File: src/rtl/uart_tx.sv
// 8N1/8N2 UART transmitter fed by a small circular byte FIFO.
// Bit timing follows a 1x baud_tick; every tx level spans one tick-to-tick interval.
module uart_tx #(
    parameter int FIFO_DEPTH = 4,
    parameter int STOP_BITS  = 1
) (
    input  logic       clk,
    input  logic       rst,
    input  logic       baud_tick,
    input  logic       wr_en,
    input  logic [7:0] din,
    input  logic       ovf_clr,
    output logic       tx,
    output logic       full,
    output logic       busy,
    output logic       tx_done,
    output logic       overflow
);

    localparam int PW = $clog2(FIFO_DEPTH);
    localparam logic [PW:0] DEPTH = (PW+1)'(FIFO_DEPTH);
    localparam logic LAST_STOP = (STOP_BITS == 2);

    typedef enum logic [1:0] {IDLE, START, DATA, STOP} state_t;

    state_t        state_q, state_d;
    logic [7:0]    mem_q [FIFO_DEPTH];
    logic [PW-1:0] wr_ptr_q, wr_ptr_d;
    logic [PW-1:0] rd_ptr_q, rd_ptr_d;
    logic [PW:0]   count_q, count_d;
    logic [7:0]    shift_q, shift_d;
    logic [2:0]    bit_idx_q, bit_idx_d;
    logic          stop_cnt_q, stop_cnt_d;
    logic          tx_q, tx_d;
    logic          tx_done_q, tx_done_d;
    logic          overflow_q, overflow_d;
    logic          push, pop, fifo_empty;

    assign fifo_empty = (count_q == '0);
    assign full       = (count_q == DEPTH);
    assign push       = wr_en && !full;
    assign busy       = (state_q != IDLE) || !fifo_empty;
    assign tx         = tx_q;
    assign tx_done    = tx_done_q;
    assign overflow   = overflow_q;

    always_comb begin
        state_d    = state_q;
        shift_d    = shift_q;
        bit_idx_d  = bit_idx_q;
        stop_cnt_d = stop_cnt_q;
        tx_d       = tx_q;
        tx_done_d  = 1'b0;
        pop        = 1'b0;
        if (baud_tick) begin
            case (state_q)
                IDLE: begin
                    tx_d = 1'b1;
                    if (!fifo_empty) begin
                        pop     = 1'b1;
                        shift_d = mem_q[rd_ptr_q];
                        tx_d    = 1'b0;
                        state_d = START;
                    end
                end
                START: begin
                    tx_d      = shift_q[0];
                    bit_idx_d = 3'd0;
                    state_d   = DATA;
                end
                DATA: begin
                    if (bit_idx_q == 3'd7) begin
                        tx_d       = 1'b1;
                        stop_cnt_d = 1'b0;
                        state_d    = STOP;
                    end else begin
                        tx_d      = shift_q[bit_idx_q + 3'd1];
                        bit_idx_d = bit_idx_q + 3'd1;
                    end
                end
                STOP: begin
                    if (stop_cnt_q == LAST_STOP) begin
                        tx_done_d = 1'b1;
                        // Chain straight into the next start bit when more data is queued.
                        if (!fifo_empty) begin
                            pop     = 1'b1;
                            shift_d = mem_q[rd_ptr_q];
                            tx_d    = 1'b0;
                            state_d = START;
                        end else begin
                            tx_d    = 1'b1;
                            state_d = IDLE;
                        end
                    end else begin
                        stop_cnt_d = 1'b1;
                    end
                end
                default: state_d = IDLE;
            endcase
        end
    end

    always_comb begin
        wr_ptr_d = push ? wr_ptr_q + 1'b1 : wr_ptr_q;
        rd_ptr_d = pop  ? rd_ptr_q + 1'b1 : rd_ptr_q;
        case ({push, pop})
            2'b10:   count_d = count_q + 1'b1;
            2'b01:   count_d = count_q - 1'b1;
            default: count_d = count_q;
        endcase
        // A dropped write wins over a clear in the same cycle.
        if (wr_en && full)
            overflow_d = 1'b1;
        else if (ovf_clr)
            overflow_d = 1'b0;
        else
            overflow_d = overflow_q;
    end

    always_ff @(posedge clk) begin
        if (rst) begin
            state_q    <= IDLE;
            wr_ptr_q   <= '0;
            rd_ptr_q   <= '0;
            count_q    <= '0;
            shift_q    <= '0;
            bit_idx_q  <= '0;
            stop_cnt_q <= 1'b0;
            tx_q       <= 1'b1;
            tx_done_q  <= 1'b0;
            overflow_q <= 1'b0;
        end else begin
            state_q    <= state_d;
            wr_ptr_q   <= wr_ptr_d;
            rd_ptr_q   <= rd_ptr_d;
            count_q    <= count_d;
            shift_q    <= shift_d;
            bit_idx_q  <= bit_idx_d;
            stop_cnt_q <= stop_cnt_d;
            tx_q       <= tx_d;
            tx_done_q  <= tx_done_d;
            overflow_q <= overflow_d;
        end
    end

    always_ff @(posedge clk) begin
        if (push)
            mem_q[wr_ptr_q] <= din;
    end

endmodule

File: config.mk
export PLATFORM = sky130hd
export DESIGN_NAME = uart_tx
export DESIGN_NICKNAME = d
export VERILOG_FILES = /design/src/rtl/uart_tx.sv
export SDC_FILE = /design/constraint.sdc
export NUM_CORES = 1
export LEC_CHECK = 0
export CAP_MARGIN = 20
export CORE_ASPECT_RATIO = 1.5
export CORE_UTILIZATION = 39
export CTS_BUF_LIST = sky130_fd_sc_hd__clkbuf_8 sky130_fd_sc_hd__clkbuf_16
export CTS_CLUSTER_SIZE = 20
export DETAILED_ROUTE_END_ITERATION = 10
export HOLD_SLACK_MARGIN = 0.12
export SLEW_MARGIN = 20
export SYNTH_ARGS = -nofsm -noshare
export SYNTH_HDL_FRONTEND = slang
export SYNTH_SLANG_ARGS = --single-unit
File: constraint.sdc
create_clock -name clk -period 5.4 [get_ports clk]
set_clock_uncertainty 0.15 [all_clocks]
set_input_delay 1.62 -clock clk [delete_from_list [all_inputs] [get_ports clk]]
set_output_delay 1.62 -clock clk [all_outputs]
set_load 0.05 [all_outputs]
==> results of run 1 <==
==> per-layer routing <==
metal | up-vias | wire length [um]
met5 | - | 0
met4 | 0 | 95
met3 | 8 | 103
met2 | 18 | 2290
met1 | 702 | 1750
li1 | 708 | -
==> cells by family after synthesis <==
group                    synth area share [%]
AO/OA/AOI/OAI                            6.29
XOR/XNOR                                 1.81
adder cells (fa/ha/maj)                  7.01
buffers and inverters                    2.84
flip-flops                               60.2
multiplexers                             10.5
AND/OR/NAND/NOR                          11.3
==> stage by stage <==
stage | hold WS (ns) | utilization, % | worst slack [ns] | instances | total power [mW]
floorplan | 0.279 | - | 1.95 | 181 | 0.860
global placement | 0.296 | 45.0 | 1.18 | 265 | 0.944
global route | 0.340 | 49.4 | 1.27 | 281 | 1.54
finish | 0.311 | 49.4 | 1.39 | 281 | 1.46
CTS | 0.315 | 49.4 | 1.39 | 281 | 1.48
detailed placement | 0.305 | 45.0 | 1.03 | 265 | 0.959
==> sequential cells by signal (all words and copies together), names as in the netlist, 2 cells and up, named ones only <==
name	cells
count_q	3
bit_idx_q	3
wr_ptr_q	2
mem_q	32
state_q	2
rd_ptr_q	2
shift_q	8
==> layout by cell type (no fill, tap or decap), drive strengths merged <==
| cell type | n |
|---|---|
| edfxtp | 32 |
| dfxtp | 25 |
| nand2 | 23 |
| clkdlybuf4s50 | 17 |
| a21oi | 15 |
| ha | 12 |
| inv | 12 |
| nor2 | 10 |
| mux4 | 10 |
| clkbuf | 9 |
| and3 | 6 |
| bufinv | 4 |
| or3 | 3 |
| xor2 | 3 |
| clkinv | 3 |
| nor2b | 2 |
| nand3 | 2 |
| xnor2 | 2 |
| o21ai | 2 |
| nand4 | 2 |
| or4b | 1 |
| or3b | 1 |
| and2 | 1 |
| o31ai | 1 |
| o32ai | 1 |
| mux2 | 1 |
| a2111oi | 1 |
| nor3 | 1 |
| nand2b | 1 |
| mux2i | 1 |
| o211ai | 1 |
| and4bb | 1 |
| a211oi | 1 |
| a221oi | 1 |
| fa | 1 |
==> cells in the mapped netlist, drive strengths merged, types with 2 or more instances <==
library cell / number / area share [%]
a21oi: 15 / 3.1
and3: 6 / 1.8
buf: 3 / 0.67
clkbuf: 2 / 0.31
dfxtp: 25 / 21
edfxtp: 32 / 40
ha: 12 / 6.2
inv: 12 / 1.9
mux4: 10 / 9.6
nand2: 23 / 3.7
nand3: 2 / 0.41
nand4: 2 / 0.52
nor2: 10 / 1.5
nor2b: 2 / 0.52
o21ai: 2 / 0.41
or3: 3 / 0.77
xnor2: 2 / 0.72
xor2: 3 / 1.1
==> path summary, 6_finish.rpt <==
path	startpoint	to	slack (ns)
min reg2reg	shift_q[6]$_SDFFE_PP0P_	shift_q[6]$_SDFFE_PP0P_	0.31
max reg2reg	state_q[0]$_SDFFE_PP0P_	count_q[2]$_SDFFE_PP0P_	2.50
min	shift_q[6]$_SDFFE_PP0P_	shift_q[6]$_SDFFE_PP0P_	0.31
max	baud_tick	count_q[2]$_SDFFE_PP0P_	1.39
==> worst reg2reg max path: stages, from the launching register on <==
cell,delay (ns)
dfxtp_1,0.37
inv_1,0.11
ha_1,0.35
nor2b_1,0.19
nand2_2,0.16
inv_2,0.19
ha_1,0.21
inv_1,0.06
fa_1,0.37
xor2_1,0.15
or3_1,0.31
a21oi_1,0.17
==> cell type report <==
type                    instances  area (um^2)  share of cell area [%]
clock buffers                   9          124                    4.24
clock inverters                 7          133                    4.54
inverters                      12         45.0                    1.54
repair buffers                 17          170                    5.83
flip-flops and latches         57         1460                    50.1
well taps                      72         90.1                    3.09
multi-input cells             107          896                    30.7
==> where the power goes <==
group          internal, mW  leakage, nW  total (mW)  switching (mW)
sequential            0.531        0.497       0.590          0.0594
combinational         0.165        0.428       0.354           0.189
clock                 0.349        0.128       0.513           0.164
total                  1.04         1.05        1.46           0.413
==> flow_summary.toml, run 1 <==
[status]
status = "finished clean"

[global_routing]
grt.met2_usage_pct = 24.3
grtUsageMet3_pct = 4.51
grt_use_met1_pct = 16.7
grt_pass1_vias = 1441
grt-ovfl-total = 0
antenna_found_initial = 0
track_usage_pct = 15.0
grt-busiest-layer = "met2"
grt_max_degree = 26
grt_pass1_wl_um = 6850

[clocking]
path_clk_slew_ns = 0.07
cts_tree = "built"
htreeDepth = 3
ctsLongestPathBuffers = 2
cts_hold_buffers = 0
post_cts_resized = 0
clk_latency_ns = 0.33
cts_setup_buffers = 0
numClockSinks = 57
numCtsBuffers = 9
cts-root-buf = "clkbuf_8"

[timing]
tightest_slew_ns = 0.910
hold_viol = 0
setup_viol = 0
setup_tns_ns = 0
max_clock_freq_ghz = 0.250
rsz0062_at_grt = "false"
finalCriticalPeriod_ns = 4.01
slew_viol_final = 0
relSlewSlack_pct = 39.1
fin_crit_sh_pct = 74.2

[min_path]
min_path_type = "reg -> reg"
min_path_cells = 2

[setup_path]
crit_family = "buffers and inverters"
crit_chain = "clkdlybuf4s50_1, nor2b_1, nand2_2, inv_2, ha_1, inv_1, fa_1, xor2_1, or3_1, a21oi_1"
cp.depth = 10
critPathMaxFanout = 10
crit_arrival_ns = 4.10
max_stage_delay_ns = 0.61
critPathSlowestCell = "clkdlybuf4s50_1"
cp.buffers_inverters = 3
cp.required_ns = 5.49
worst_setup_path_start_kind = "primary input"
rr_worst_depth = 11
end_kind = "flip-flop"
worstSetupPathType = "in -> reg"

[finish]
nets = 230
fill_cells = 519
antennaDiodeCount = 0
stdcell_area_um2 = 2920
syn2layout_area_growth_pct = 20.3
layout-drive-gt1-share_pct = 14.4

[drt]
wl_per_cell_um = 15.1
drc = 0
via_per_inst = 5.11
drtPass1Iterations = 4
drtIter0Drc = 38
final_antenna_net_count = 0
routed-via-count = 1436
finalWirelength_um = 4240

[floorplan]
die-area_um2 = 6550
die_h_um = 98.6
core_region_area_um2 = 5910
rows = 34
dieWidth_um = 66.4
num_io_pins = 18
start_util_pct = 41.0

[place]
dp_hpwl_um = 3020
dpl_cell_area_um2 = 2660
port_buffers = 17
gp_congestion = 0.695

[yosys]
synth_top_flop_cell = "edfxtp_1"
avgSynthCellArea_um2 = 13.4
synth_seq_area_share_pct = 60.2
syn-num-nets = 207
yosysWarnings = 0
synth_cell_types = 39
ys_seq_elements = 57
synth_area_um2 = 2430
synthArstFlopShare_pct = 0
synth-edff-count = 32
syn_inst = 181

[pwr]
p_leak_nw = 1.05
cellPowerDensity_nw_per_um2 = 499
peakVddDrop_mv = 0.304

[flow_run]
maxCapViolCount = 0
Power figures use the tool's default switching activity.
==> run 2: changes to the inputs <==
==> constraint.sdc (replaced) <==
create_clock -name clk -period 3.8 [get_ports clk]
set_clock_uncertainty 0.15 [all_clocks]
set_input_delay 1.14 -clock clk [delete_from_list [all_inputs] [get_ports clk]]
set_output_delay 1.14 -clock clk [all_outputs]
set_load 0.05 [all_outputs]
==> flow_summary.toml, run 2 (same netlist as run 1, synthesis figures left out) <==
[finish]
antennaDiodeCount = 0
layout_common_cells = "edfxtp_1 (32), dfxtp_1 (25), nand2_1 (22), clkdlybuf4s50_1 (17), a21oi_1 (15)"
register_area_um2 = 1460
regMostFlops = "mem_q"
largest_reg_flops = 32
final_common_cell = "edfxtp_1"
top_regs = "mem_q (32), shift_q (8)"
multi_input_area_um2 = 896
syn2layout_area_growth_pct = 18.1
nets = 233
layout-drive-gt1-share_pct = 14.2
fill_cells = 503

[global_routing]
grt-ovfl-total = 0
grt_pass1_vias = 1555
grt_max_degree = 17
antenna_found_initial = 0
grt_pass1_wl_um = 7090
track_usage_pct = 15.0

[clocking]
ctsLongestPathBuffers = 2
numClockSinks = 57
cts_tree = "built"
clk_latency_ns = 0.33
cts-root-buf = "clkbuf_8"
htreeDepth = 3
cts_setup_buffers = 0
numCtsBuffers = 9
post_cts_resized = 0
cts_hold_buffers = 0
path_clk_slew_ns = 0.07

[setup_path]
cp.buffers_inverters = 2
worst_setup_path_start_kind = "flip-flop"
worstSetupPathType = "reg -> out"
max_stage_delay_ns = 0.71
crit_arrival_ns = 2.17
end_kind = "output pin"
crit_family = "buffers and inverters"
cp.required_ns = 2.51
critPathMaxFanout = 5
crit_chain = "inv_1, ha_1, or4b_4, clkdlybuf4s50_1"
critPathSlowestCell = "clkdlybuf4s50_1"

[timing]
setup_viol = 0
max_clock_freq_ghz = 0.289
fin_crit_sh_pct = 91.0
rsz0062_at_grt = "false"
setup_tns_ns = 0
slew_viol_final = 0
tightest_slew_ns = 0.537
relSlewSlack_pct = 64.2
finalCriticalPeriod_ns = 3.46
hold_viol = 0

[floorplan]
start_util_pct = 41.0
rows = 34
num_io_pins = 18
die_h_um = 98.6
core_region_area_um2 = 5910
die-area_um2 = 6550
dieWidth_um = 66.4

[status]
status = "finished clean"

[drt]
drc = 0
drtPass1Iterations = 4
via_per_inst = 5.19
routed-via-count = 1475
drtIter0Drc = 38
final_antenna_net_count = 0
wl_per_cell_um = 15.1
finalWirelength_um = 4290

[place]
dp_hpwl_um = 3000
port_buffers = 17
gp_congestion = 0.712

[pwr]
peakVddDrop_mv = 0.277
cellPowerDensity_nw_per_um2 = 652
p_total_mw = 1.87
p_leak_nw = 1.04

[min_path]
min_path_type = "reg -> reg"

[flow_run]
maxCapViolCount = 0
run 2: cell count changes in the layout (fill, tap and decap cells not counted), sizes merged:
| cell | previous run | this run |
|---|---|---|
| clkinvlp | 0 | 1 |
| buf | 0 | 3 |
| inv | 12 | 15 |
| clkinv | 3 | 2 |
| bufinv | 4 | 1 |
run 2: power breakdown:
| group | internal, mW | switching, mW | leakage (nW) |
|---|---|---|---|
| sequential | 0.754 | 0.0827 | 0.497 |
| combinational | 0.242 | 0.272 | 0.442 |
| clock | 0.291 | 0.226 | 0.0981 |
| total | 1.29 | 0.581 | 1.04 |
run 2: routing by layer:
metal  routed length [um]  vias to the layer above  GRT usage (%)
li1                     -                      711              -
met1                 1750                      728           15.6
met2                 2300                       29           26.1
met3                  135                        7           5.56
met4                   96                        0           7.36
met5                    0                        -              0
run 2: worst paths after layout:
kind | endpoint | slack (ns) | startpoint | cells after the start
worst max-delay path | busy | 0.34 | state_q[0]$_SDFFE_PP0P_ | 4
worst min-delay path | shift_q[5]$_SDFFE_PP0P_ | 0.31 | shift_q[5]$_SDFFE_PP0P_ | 2
worst max register to register | count_q[2]$_SDFFE_PP0P_ | 1.03 | state_q[0]$_SDFFE_PP0P_ | 11
worst min register to register | shift_q[5]$_SDFFE_PP0P_ | 0.31 | shift_q[5]$_SDFFE_PP0P_ | 2
run 2: area by class of cell:
type	count	share of cell area, %
Sequential cell	57	51.0
Timing Repair Buffer	20	6.72
Clock buffer	9	4.32
Multi-Input combinational cell	107	31.3
Clock inverter	7	1.97
Inverter	12	1.57
Tap cell	72	3.14
run 2: stage by stage:
stage	cells	cell area, um^2	hold WS (ns)	setup WS (ns)	util, %
after floorplan	181	2430	0.279	0.826	-
after global placement	268	2690	0.291	0.298	45.4
after detailed placement	268	2690	0.301	0.246	45.4
after CTS	284	2870	0.310	0.327	48.5
after global routing	284	2870	0.328	0.250	48.5
final	284	2870	0.307	0.344	48.5
run 2: tightest hold or removal path, stage by stage, from the launching register on:
cell and delay [ns]:
dfxtp_1 0.31, nand2_1 0.05, a21oi_1 0.05
==> run 3: changes to the inputs <==
--- a/config.mk
+++ b/config.mk
@@ -12,6 +12,7 @@
 export CTS_CLUSTER_SIZE = 20
 export DETAILED_ROUTE_END_ITERATION = 10
 export HOLD_SLACK_MARGIN = 0.12
+export SETUP_SLACK_MARGIN = 0.2
 export SLEW_MARGIN = 20
 export SYNTH_ARGS = -nofsm -noshare
 export SYNTH_HDL_FRONTEND = slang
==> results of run 3 <==
No change in the layout: final DEF, timing and power equal those of run 2.
